$ cat config.mk
export PLATFORM = sky130hd
export DESIGN_NAME = ssp_tx_arbiter_flat
export DESIGN_NICKNAME = d
export VERILOG_FILES = /design/src/rtl/ssp_tx_arbiter_if.sv /design/src/rtl/ssp_tx_arbiter.sv /design/src/flat_wrapper.sv
export SDC_FILE = /design/constraint.sdc
export NUM_CORES = 1
export LEC_CHECK = 0
export ABC_AREA = 1
export BUFFER_PORTS_ARGS = -buffer_cell sky130_fd_sc_hd__buf_2
export CAP_MARGIN = 5
export CORE_UTILIZATION = 35
export CTS_BUF_LIST = sky130_fd_sc_hd__clkbuf_4
export CTS_CLUSTER_SIZE = 28
export DETAILED_ROUTE_END_ITERATION = 7
export MAX_ROUTING_LAYER = met4
export PLACE_DENSITY_LB_ADDON = 0.12
export SYNTH_ARGS = -nofsm -noshare
export SYNTH_HDL_FRONTEND = slang
export SYNTH_SLANG_ARGS = --single-unit
$ cat constraint.sdc
create_clock -name PCLK -period 2.08 [get_ports PCLK]
set_input_delay 0.312 -clock PCLK [delete_from_list [all_inputs] [get_ports PCLK]]
set_output_delay 0.312 -clock PCLK [all_outputs]
set_load 0.05 [all_outputs]
$ cat src/rtl/ssp_tx_arbiter_if.sv
// Handshake bundle between the byte-stream requesters, the TX arbiter and the SSP write port.
// master = arbiter side, slave = requesters/SSP side.
interface ssp_tx_arbiter_if #(
    parameter int NREQ = 4
);
    logic [NREQ-1:0]   req_valid;
    logic [8*NREQ-1:0] req_data;
    logic [NREQ-1:0]   req_last;
    logic [NREQ-1:0]   req_ready;
    logic [NREQ-1:0]   grant;
    logic              SSPTXINTR;
    logic              PSEL;
    logic              PWRITE;
    logic [7:0]        PWDATA;
    logic              stall_err;
    logic              err_clr;

    modport master (
        input  req_valid, req_data, req_last, SSPTXINTR, err_clr,
        output req_ready, grant, PSEL, PWRITE, PWDATA, stall_err
    );
    modport slave (
        output req_valid, req_data, req_last, SSPTXINTR, err_clr,
        input  req_ready, grant, PSEL, PWRITE, PWDATA, stall_err
    );
endinterface

$ cat src/rtl/ssp_tx_arbiter.sv
// Round-robin, packet-granular arbiter sharing the SSP TX write port among NREQ byte streams.
// Optional macro SSP_ARB_PRIO_EN: requester 0 always wins in IDLE, the others stay round-robin.
module ssp_tx_arbiter #(
    parameter int NREQ    = 4,
    parameter int TIMEOUT = 255,
    parameter int CNT_W   = 8
) (
    input logic              PCLK,
    input logic              CLEAR,
    ssp_tx_arbiter_if.master bus
);
    localparam int               IDX_W    = $clog2(NREQ);
    localparam logic [IDX_W-1:0] LAST_IDX = IDX_W'(NREQ - 1);
    localparam logic [CNT_W-1:0] TMO      = CNT_W'(TIMEOUT);

    typedef enum logic [1:0] {IDLE, XFER, DRAIN} state_t;

    state_t           state, state_nxt;
    logic [IDX_W-1:0] owner, owner_nxt, rr_ptr, rr_nxt, pick, nxt_idx;
    logic [IDX_W:0]   probe;
    logic [CNT_W-1:0] stall_cnt, stall_nxt;
    logic             pick_vld, own_valid, own_last, stalled, abort, accept, consume, rel;
    logic             err_set, err_q;
    logic [7:0]       own_data;

    assign own_valid = bus.req_valid[owner];
    assign own_last  = bus.req_last[owner];
    assign own_data  = bus.req_data[{owner, 3'b000} +: 8];
    assign stalled   = (state == XFER) && own_valid && bus.SSPTXINTR;
    // The TIMEOUT-th stalled cycle aborts; its byte is discarded as the first drained byte.
    assign abort     = stalled && (stall_cnt == TMO - 1'b1);
    assign accept    = (state == XFER) && own_valid && !bus.SSPTXINTR;
    assign consume   = accept || ((state == DRAIN || abort) && own_valid);
    assign rel       = consume && own_last;
    assign nxt_idx   = (owner == LAST_IDX) ? '0 : owner + 1'b1;

    always_comb begin
        bus.grant     = '0;
        bus.req_ready = '0;
        if (state != IDLE) begin
            bus.grant[owner]     = 1'b1;
            bus.req_ready[owner] = consume;
        end
    end

    assign bus.PSEL      = accept;
    assign bus.PWRITE    = accept;
    assign bus.PWDATA    = accept ? own_data : 8'h00;
    assign bus.stall_err = err_q;

    // Scan downward so the lowest offset from rr_ptr is the last (winning) assignment.
    always_comb begin
        pick     = '0;
        pick_vld = 1'b0;
        probe    = '0;
        for (int k = NREQ - 1; k >= 0; k--) begin
            probe = {1'b0, rr_ptr} + (IDX_W+1)'(k);
            if (probe >= (IDX_W+1)'(NREQ))
                probe = probe - (IDX_W+1)'(NREQ);
            if (bus.req_valid[probe[IDX_W-1:0]]) begin
                pick     = probe[IDX_W-1:0];
                pick_vld = 1'b1;
            end
        end
`ifdef SSP_ARB_PRIO_EN
        if (bus.req_valid[0]) begin
            pick     = '0;
            pick_vld = 1'b1;
        end
`endif
    end

    always_comb begin
        state_nxt = state;
        owner_nxt = owner;
        rr_nxt    = rr_ptr;
        stall_nxt = '0;
        err_set   = 1'b0;
        case (state)
            IDLE: begin
                if (pick_vld) begin
                    state_nxt = XFER;
                    owner_nxt = pick;
                end
            end
            XFER, DRAIN: begin
                err_set = abort;
                if (rel) begin
                    state_nxt = IDLE;
`ifdef SSP_ARB_PRIO_EN
                    if (owner != '0)
                        rr_nxt = nxt_idx;
`else
                    rr_nxt = nxt_idx;
`endif
                end else if (abort) begin
                    state_nxt = DRAIN;
                end else if (state == XFER && !accept) begin
                    // An owner that dropped valid holds the count rather than advancing it.
                    stall_nxt = stalled ? stall_cnt + 1'b1 : stall_cnt;
                end
            end
            default: state_nxt = IDLE;
        endcase
    end

    always_ff @(posedge PCLK or posedge CLEAR) begin
        if (CLEAR) begin
            state     <= IDLE;
            owner     <= '0;
            rr_ptr    <= '0;
            stall_cnt <= '0;
            err_q     <= 1'b0;
        end else begin
            state     <= state_nxt;
            owner     <= owner_nxt;
            rr_ptr    <= rr_nxt;
            stall_cnt <= stall_nxt;
            if (err_set)
                err_q <= 1'b1;
            else if (bus.err_clr)
                err_q <= 1'b0;
        end
    end
endmodule

$ cat src/flat_wrapper.sv
// flat-port wrapper written by rule: the top's interface ports become plain ports
module ssp_tx_arbiter_flat 
#(
    parameter int NREQ    = 4,
    parameter int TIMEOUT = 255,
    parameter int CNT_W   = 8
)
  (PCLK, CLEAR, bus_req_valid, bus_req_data, bus_req_last, bus_SSPTXINTR, bus_err_clr, bus_req_ready, bus_grant, bus_PSEL, bus_PWRITE, bus_PWDATA, bus_stall_err);
  ssp_tx_arbiter_if #(.NREQ(NREQ)) bus_i ();
  input logic PCLK;
  input logic CLEAR;
  input wire logic [$bits(bus_i.req_valid)-1:0] bus_req_valid;
  input wire logic [$bits(bus_i.req_data)-1:0] bus_req_data;
  input wire logic [$bits(bus_i.req_last)-1:0] bus_req_last;
  input wire logic [$bits(bus_i.SSPTXINTR)-1:0] bus_SSPTXINTR;
  input wire logic [$bits(bus_i.err_clr)-1:0] bus_err_clr;
  output wire logic [$bits(bus_i.req_ready)-1:0] bus_req_ready;
  output wire logic [$bits(bus_i.grant)-1:0] bus_grant;
  output wire logic [$bits(bus_i.PSEL)-1:0] bus_PSEL;
  output wire logic [$bits(bus_i.PWRITE)-1:0] bus_PWRITE;
  output wire logic [$bits(bus_i.PWDATA)-1:0] bus_PWDATA;
  output wire logic [$bits(bus_i.stall_err)-1:0] bus_stall_err;
  assign bus_i.req_valid = bus_req_valid;
  assign bus_i.req_data = bus_req_data;
  assign bus_i.req_last = bus_req_last;
  assign bus_i.SSPTXINTR = bus_SSPTXINTR;
  assign bus_i.err_clr = bus_err_clr;
  assign bus_req_ready = bus_i.req_ready;
  assign bus_grant = bus_i.grant;
  assign bus_PSEL = bus_i.PSEL;
  assign bus_PWRITE = bus_i.PWRITE;
  assign bus_PWDATA = bus_i.PWDATA;
  assign bus_stall_err = bus_i.stall_err;
  ssp_tx_arbiter #(.NREQ(NREQ), .TIMEOUT(TIMEOUT), .CNT_W(CNT_W)) u_core (.PCLK(PCLK), .CLEAR(CLEAR), .bus(bus_i));
endmodule
Word level (Yosys, flattened, before mapping)
Index checks and enable logic that the tools add are counted.
{"block": "classes", "reduce_logical": 19, "n_mux": 42, "eq_ne": 7, "n_shift": 1, "n_addsub": 9, "magnitude_cmp": 10, "bitwise": 1}
{"op": "two-way mux 8 bit", "n": 6}
{"op": "indexed part select 32 x 6 -> 8 bit", "n": 1}
{"op": "two-way mux 2 bit", "n": 12}
{"op": "less-than comparator 2 x 3 -> 1 bit, second input constant", "n": 5}
{"op": "two-way mux 1 bit", "n": 14}
{"op": "binary-select mux 1 bit (select 2 bit)", "n": 6}
{"op": ">= comparator 3 bit, second input constant", "n": 3}
{"op": "adder 8 x 1 -> 8 bit, second input constant", "n": 1}
{"op": "equality test 8 bit, second input constant", "n": 1}
{"op": "logical AND 1 bit", "n": 8}
{"op": "two-way mux 4 bit", "n": 2}
{"op": "subtractor 2 x 1 -> 2 bit, second input constant", "n": 4}
{"op": "adder 2 x 2 -> 3 bit, second input constant", "n": 2}
{"op": "AND reduction 2 bit", "n": 3}
{"op": "!= test 5 x 2 -> 1 bit, second input constant", "n": 1}
{"op": "bitwise AND 4 bit", "n": 1}
{"op": "equality test 2 bit, second input constant", "n": 2}
{"op": "case mux 2 bit (2 select lines)", "n": 1}
{"op": "nonzero test 2 bit", "n": 2}
{"op": "adder 2 x 1 -> 3 bit, second input constant", "n": 1}
{"op": ">= comparator 2 x 3 -> 1 bit, second input constant", "n": 1}
{"op": "!= test 3 x 1 -> 1 bit, second input constant", "n": 1}
{"op": "adder 2 x 1 -> 2 bit, second input constant", "n": 1}
{"op": "demux 1 bit (select 2 bit)", "n": 1}
{"op": "7 further kinds", "n": 9}
{"block": "word_totals", "inputBits": 44, "output_inout_bits": 19, "regBits": 15}

Longest topological paths before layout
{"block": "logic_depth", "word_depth": 11, "depth_mapped": 15, "depth_no_buf": 15}

Worst setup path before layout
No wires, ideal clock.
{"block": "synth_path", "path_kind": "register -> output", "start": "register u_core.state[1]", "end": "output bus_req_ready[0]", "setup_slack_ps": -992, "path_stages_with_launch": 9, "arrival_time_ps": 2760, "path_buffers": 0, "cell_sequence": "dfrtp_1 inv_1 ha_1 inv_1 nor3_4 inv_4 nand2_4 inv_2 nor3_1"}
{"item": "from (decl)", "line": "ssp_tx_arbiter.sv:18", "text": "state_t state, state_nxt;"}
{"item": "from (signal assigned)", "line": "ssp_tx_arbiter.sv:115", "text": "state <= state_nxt;"}
{"item": "equality test 2 x 1 -> 1 bit", "line": "ssp_tx_arbiter.sv:32", "text": "assign accept = (state == XFER) && own_valid && !bus.SSPTXINTR;"}
{"item": "logical AND 1 bit (2 in a row)", "line": "ssp_tx_arbiter.sv:32"}
{"item": "via bus_PSEL", "line": "flat_wrapper.sv:19", "text": "output wire logic [$bits(bus_i.PSEL)-1:0] bus_PSEL;"}
{"item": "logical OR 1 bit", "line": "ssp_tx_arbiter.sv:33", "text": "assign consume = accept || ((state == DRAIN || abort) && own_valid);"}
{"item": "bitwise AND 4 bit (no line)"}
{"item": "two-way mux 4 bit", "line": "ssp_tx_arbiter.sv:40", "text": "if (state != IDLE) begin"}
{"item": "to (decl)", "line": "flat_wrapper.sv:17", "text": "output wire logic [$bits(bus_i.req_ready)-1:0] bus_req_ready;"}
The timed path passes the listed nets, and every way through them passes these cells.

Worst setup path in the final report
{"block": "layout_path", "start": "register u_core.stall_cnt[0]", "end": "output bus_req_ready[3]"}
{"block": "layout_between", "elab_chain_len": 7}
{"item": "from (decl)", "line": "ssp_tx_arbiter.sv:21", "text": "logic [CNT_W-1:0] stall_cnt, stall_nxt;"}
{"item": "from (signal assigned)", "line": "ssp_tx_arbiter.sv:118", "text": "stall_cnt <= stall_nxt;"}
{"item": "equality test 8 bit", "line": "ssp_tx_arbiter.sv:31", "text": "assign abort = stalled && (stall_cnt == TMO - 1'b1);"}
{"item": "logical AND 1 bit", "line": "ssp_tx_arbiter.sv:31"}
{"item": "logical OR 1 bit", "line": "ssp_tx_arbiter.sv:33"}
{"item": "logical AND 1 bit", "line": "ssp_tx_arbiter.sv:33"}
{"item": "logical OR 1 bit", "line": "ssp_tx_arbiter.sv:33"}
{"item": "bitwise AND 4 bit (no line)"}
{"item": "two-way mux 4 bit", "line": "ssp_tx_arbiter.sv:40"}
No other way between the ends.

==> results.sh <==
export IMPL_p_comb_share_pct=77.4
export IMPL_drtIter0Drc=94
export IMPL_cts_htree_levels=1
export IMPL_clockBufferDepth=2
export IMPL_pwr_share_clk_pct=6.5
export IMPL_max_freq_ghz=0.4565
export IMPL_crit_arrival_ps=1880
export IMPL_ant_nets=0
export IMPL_ff2ff_setup_slack_ps=180
export IMPL_insertion_delay_ps=290
export IMPL_final_util_pct=56.49
export IMPL_worst_slew_pin_slew_ps=574.6
export IMPL_synth_nets=284
export IMPL_placed_cells=344
export IMPL_yosys_warnings=0
export IMPL_seq_area_frac_synth_pct=24.61
export IMPL_grt_pass1_vias=1501
export IMPL_p_sw_mw=1.475
export IMPL_ys_types=34
export IMPL_clock_sinks=15
export IMPL_p_sw_share_pct=55.65
export IMPL_syn_avg_cell_area_sq_um=6.631
export IMPL_wl_mm=4.116
export IMPL_setup_viol=4
export IMPL_ios=63
export IMPL_cts_tree="built"
export IMPL_failed_checks="negative setup slack"
export IMPL_n_fill_cell=401
export IMPL_path_max_fanout=4
export IMPL_critPathKind="reg2out"
export IMPL_slew_violations=0
export IMPL_diodes=0
export IMPL_hp_class="in2async"
export IMPL_max_stage_delay_ps=400
export IMPL_hold_viol_final=0
export IMPL_fin_crit_sh_pct=105.3
export IMPL_worst_slack_ps=-110.5
export IMPL_pwr_density_cell_mw_per_mm2=1148
export IMPL_place_congestion=0.8150
export IMPL_syn_inst=230
export IMPL_whs_ps=54.71
export IMPL_num_vias=1708
export IMPL_cts_buffers=3
export IMPL_critPathLaunchType="register"
export IMPL_crit_family="simple AND/OR/NAND/NOR gates"
export IMPL_final_cell_mix="48 x buf_2, 47 x nor2_1, 31 x nand2_1, 22 x o21ai_0, 20 x buf_4"
export IMPL_grt_pass1_wl_mm=6.575
export IMPL_wl_per_cell_um=11.47
export IMPL_seq_area_sq_um=376.6
export IMPL_drc=0
export IMPL_multiInputGateArea_sq_mm=0.001125
export IMPL_fin_cells=359
export IMPL_dp_hpwl_mm=3.127
export IMPL_rsz0062_at_grt="true"
export IMPL_worstPathRequired_ps=1770
export IMPL_viasPerCell=4.758
export IMPL_die_h_um=68.02
export IMPL_slew_headroom_pct=61.65
export IMPL_fp_coreArea_sq_mm=0.004086
export IMPL_die_w_um=68.02
export IMPL_maxCapViolations=0
export IMPL_p_int_mw=1.175
export IMPL_clk_pin_slew_ps=100
export IMPL_final_nets=364
export IMPL_outcome="complete, but fails checks"
export IMPL_max_vdd_ir_drop_uv=815.0
export IMPL_start_util_pct=37.32
export IMPL_placed_area_sq_mm=0.002019
export IMPL_synth_area_sq_mm=0.001525
export IMPL_rows=23
export IMPL_final_min_clock_period_ps=2190
export IMPL_area_growth_pct=51.35
export IMPL_fin_skew_ps=9.958
export IMPL_numPortBuffers=62
export IMPL_track_usage_pct=19.16
export IMPL_path_cells="inv_2 > ha_1 > nand2_1 > inv_1 > nand2_1 > nor2_2 > nand4_4 > nand2_2 > nand2_2 > nand2_4 > inv_6 > nor3_4 > buf_6"
export IMPL_critical_path_buf_inv_count=4
export IMPL_ys_ff_latch=15
export IMPL_antenna_found_initial=0
export IMPL_cp_end_kind="primary output"
export IMPL_crit_slowest_cell="dfrtp_1"
export IMPL_seqPwrFrac_pct=16.1
export IMPL_final_common_cell="buf_2"
export IMPL_dieArea_sq_mm=0.004626
export IMPL_drtPass1Iterations=4
export IMPL_leakage_nw=1.152
export IMPL_cts_root_buf="clkbuf_4"
export IMPL_finalInstanceArea_sq_mm=0.002308
export IMPL_drive_gt1_share_pct=44.01
export IMPL_grt_start_max_net_pins=23
export IMPL_grt_ovfl_total=0
-- kinds of logic (layout without fill, tap and decap cells) --
group | count (synthesis) | after routing | synth area share, %
buffers and inverters | 40 | 119 | 11.16
AOI/OAI and AO/OA | 43 | 43 | 15.09
and+or+nand+nor | 116 | 116 | 37.49
xor gates and xnor gates | 6 | 6 | 3.446
DFF | 15 | 15 | 24.61
adders and majority gates | 10 | 10 | 8.203
-- per-stage QoR --
stage / setup WS [ps] / setup TNS [ps] / power (mW)
finish: -110.5 / -312.2 / 2.650
global route: -239.0 / -1712 / 2.892
CTS: -131.1 / -986.6 / 2.552
detailed placement: 53.34 / 0 / 2.171
global placement: 92.83 / 0 / 2.170
floorplan: -404.6 / -3445 / 1.797
-- synth_stat cells --
| cell type | number | area share [%] |
|---|---|---|
| xnor2_1 | 3 | 1.7 |
| or2_2 | 1 | 0.41 |
| xor2_1 | 3 | 1.7 |
| a31o_2 | 1 | 0.57 |
| o21ai_0 | 22 | 7.2 |
| buf_4 | 1 | 0.49 |
| buf_2 | 3 | 0.98 |
| nand4_1 | 3 | 1.2 |
| nand3_2 | 3 | 2.0 |
| a21oi_2 | 1 | 0.57 |
| inv_1 | 22 | 5.4 |
| nand3_1 | 8 | 2.6 |
| dfrtp_1 | 15 | 25 |
| nor4_1 | 1 | 0.41 |
| inv_4 | 2 | 0.82 |
| ha_1 | 10 | 8.2 |
| a21oi_1 | 11 | 3.6 |
| o21a_1 | 1 | 0.49 |
| clkbuf_1 | 4 | 0.98 |
| nor3_1 | 4 | 1.3 |
| nand2_4 | 3 | 2.2 |
| nand2_2 | 3 | 1.2 |
| clkinv_1 | 2 | 0.49 |
| a31oi_1 | 2 | 0.82 |
| nand2b_1 | 1 | 0.41 |
| o22ai_1 | 2 | 0.82 |
| nand4_4 | 1 | 1.4 |
| nand3_4 | 2 | 2.3 |
| nor2_1 | 51 | 13 |
| nand2_1 | 34 | 8.4 |
| o21ai_1 | 3 | 0.98 |
| inv_2 | 5 | 1.2 |
| buf_6 | 1 | 0.74 |
| nor3_4 | 1 | 1.1 |
-- power by group through the flow --
stage          sequential (mW)  clock [mW]  combinational (mW)
5_1_grt                  0.439       0.190                2.26
4_1_cts                  0.427       0.182                1.94
3_5_place_dp             0.435           0                1.74
6_report                 0.427       0.172                2.05
3_3_place_gp             0.436           0                1.73
2_1_floorplan            0.401           0                1.40
-- routing by layer --
metal / part of all wire (%) / global-route usage (%)
met5: 0 / -
met4: 0.63 / 3.385
met3: 6.1 / 4.000
met2: 47 / 32.72
met1: 46 / 23.30
-- final cells by class --
| type | count | share of cell area [%] |
|---|---|---|
| clock inverters | 1 | 0.2168 |
| well taps | 50 | 2.710 |
| repair buffers | 84 | 25.58 |
| inverters | 31 | 5.474 |
| flip-flops and latches | 15 | 16.31 |
| clock buffers | 3 | 0.9756 |
| multi-input cells | 175 | 48.73 |
-- registers in the layout (all words and copies together), names as in the netlist --
| register | cells |
|---|---|
| u_core.stall_cnt | 8 |
| u_core.bus.stall_err | 1 |
| u_core.rr_ptr | 2 |
| u_core.owner | 2 |
| u_core.state | 2 |
-- what timing repair did --
action	in CTS	in global routing
hold buffers	0	0
gates resized for setup	34	14
pin swaps	7	5
gates cloned	0	0
setup endpoints to repair	14	18
buffers inserted	7	6
-- path summary, 6_finish.rpt --
kind | startpoint | end | cells past startpoint
worst max-delay path | u_core.stall_cnt[0] | bus_req_ready[3] | 13
worst min-delay path | CLEAR | u_core.state[0] | 2
worst max register to register | u_core.owner[0] | u_core.stall_cnt[2] | 14
worst min register to register | u_core.bus.stall_err | u_core.bus.stall_err | 2
max in group asynchronous | CLEAR | u_core.owner[0] | 2
min in group PCLK | bus_err_clr | u_core.bus.stall_err | 2
Note: power is estimated with default switching activity, not from simulation.
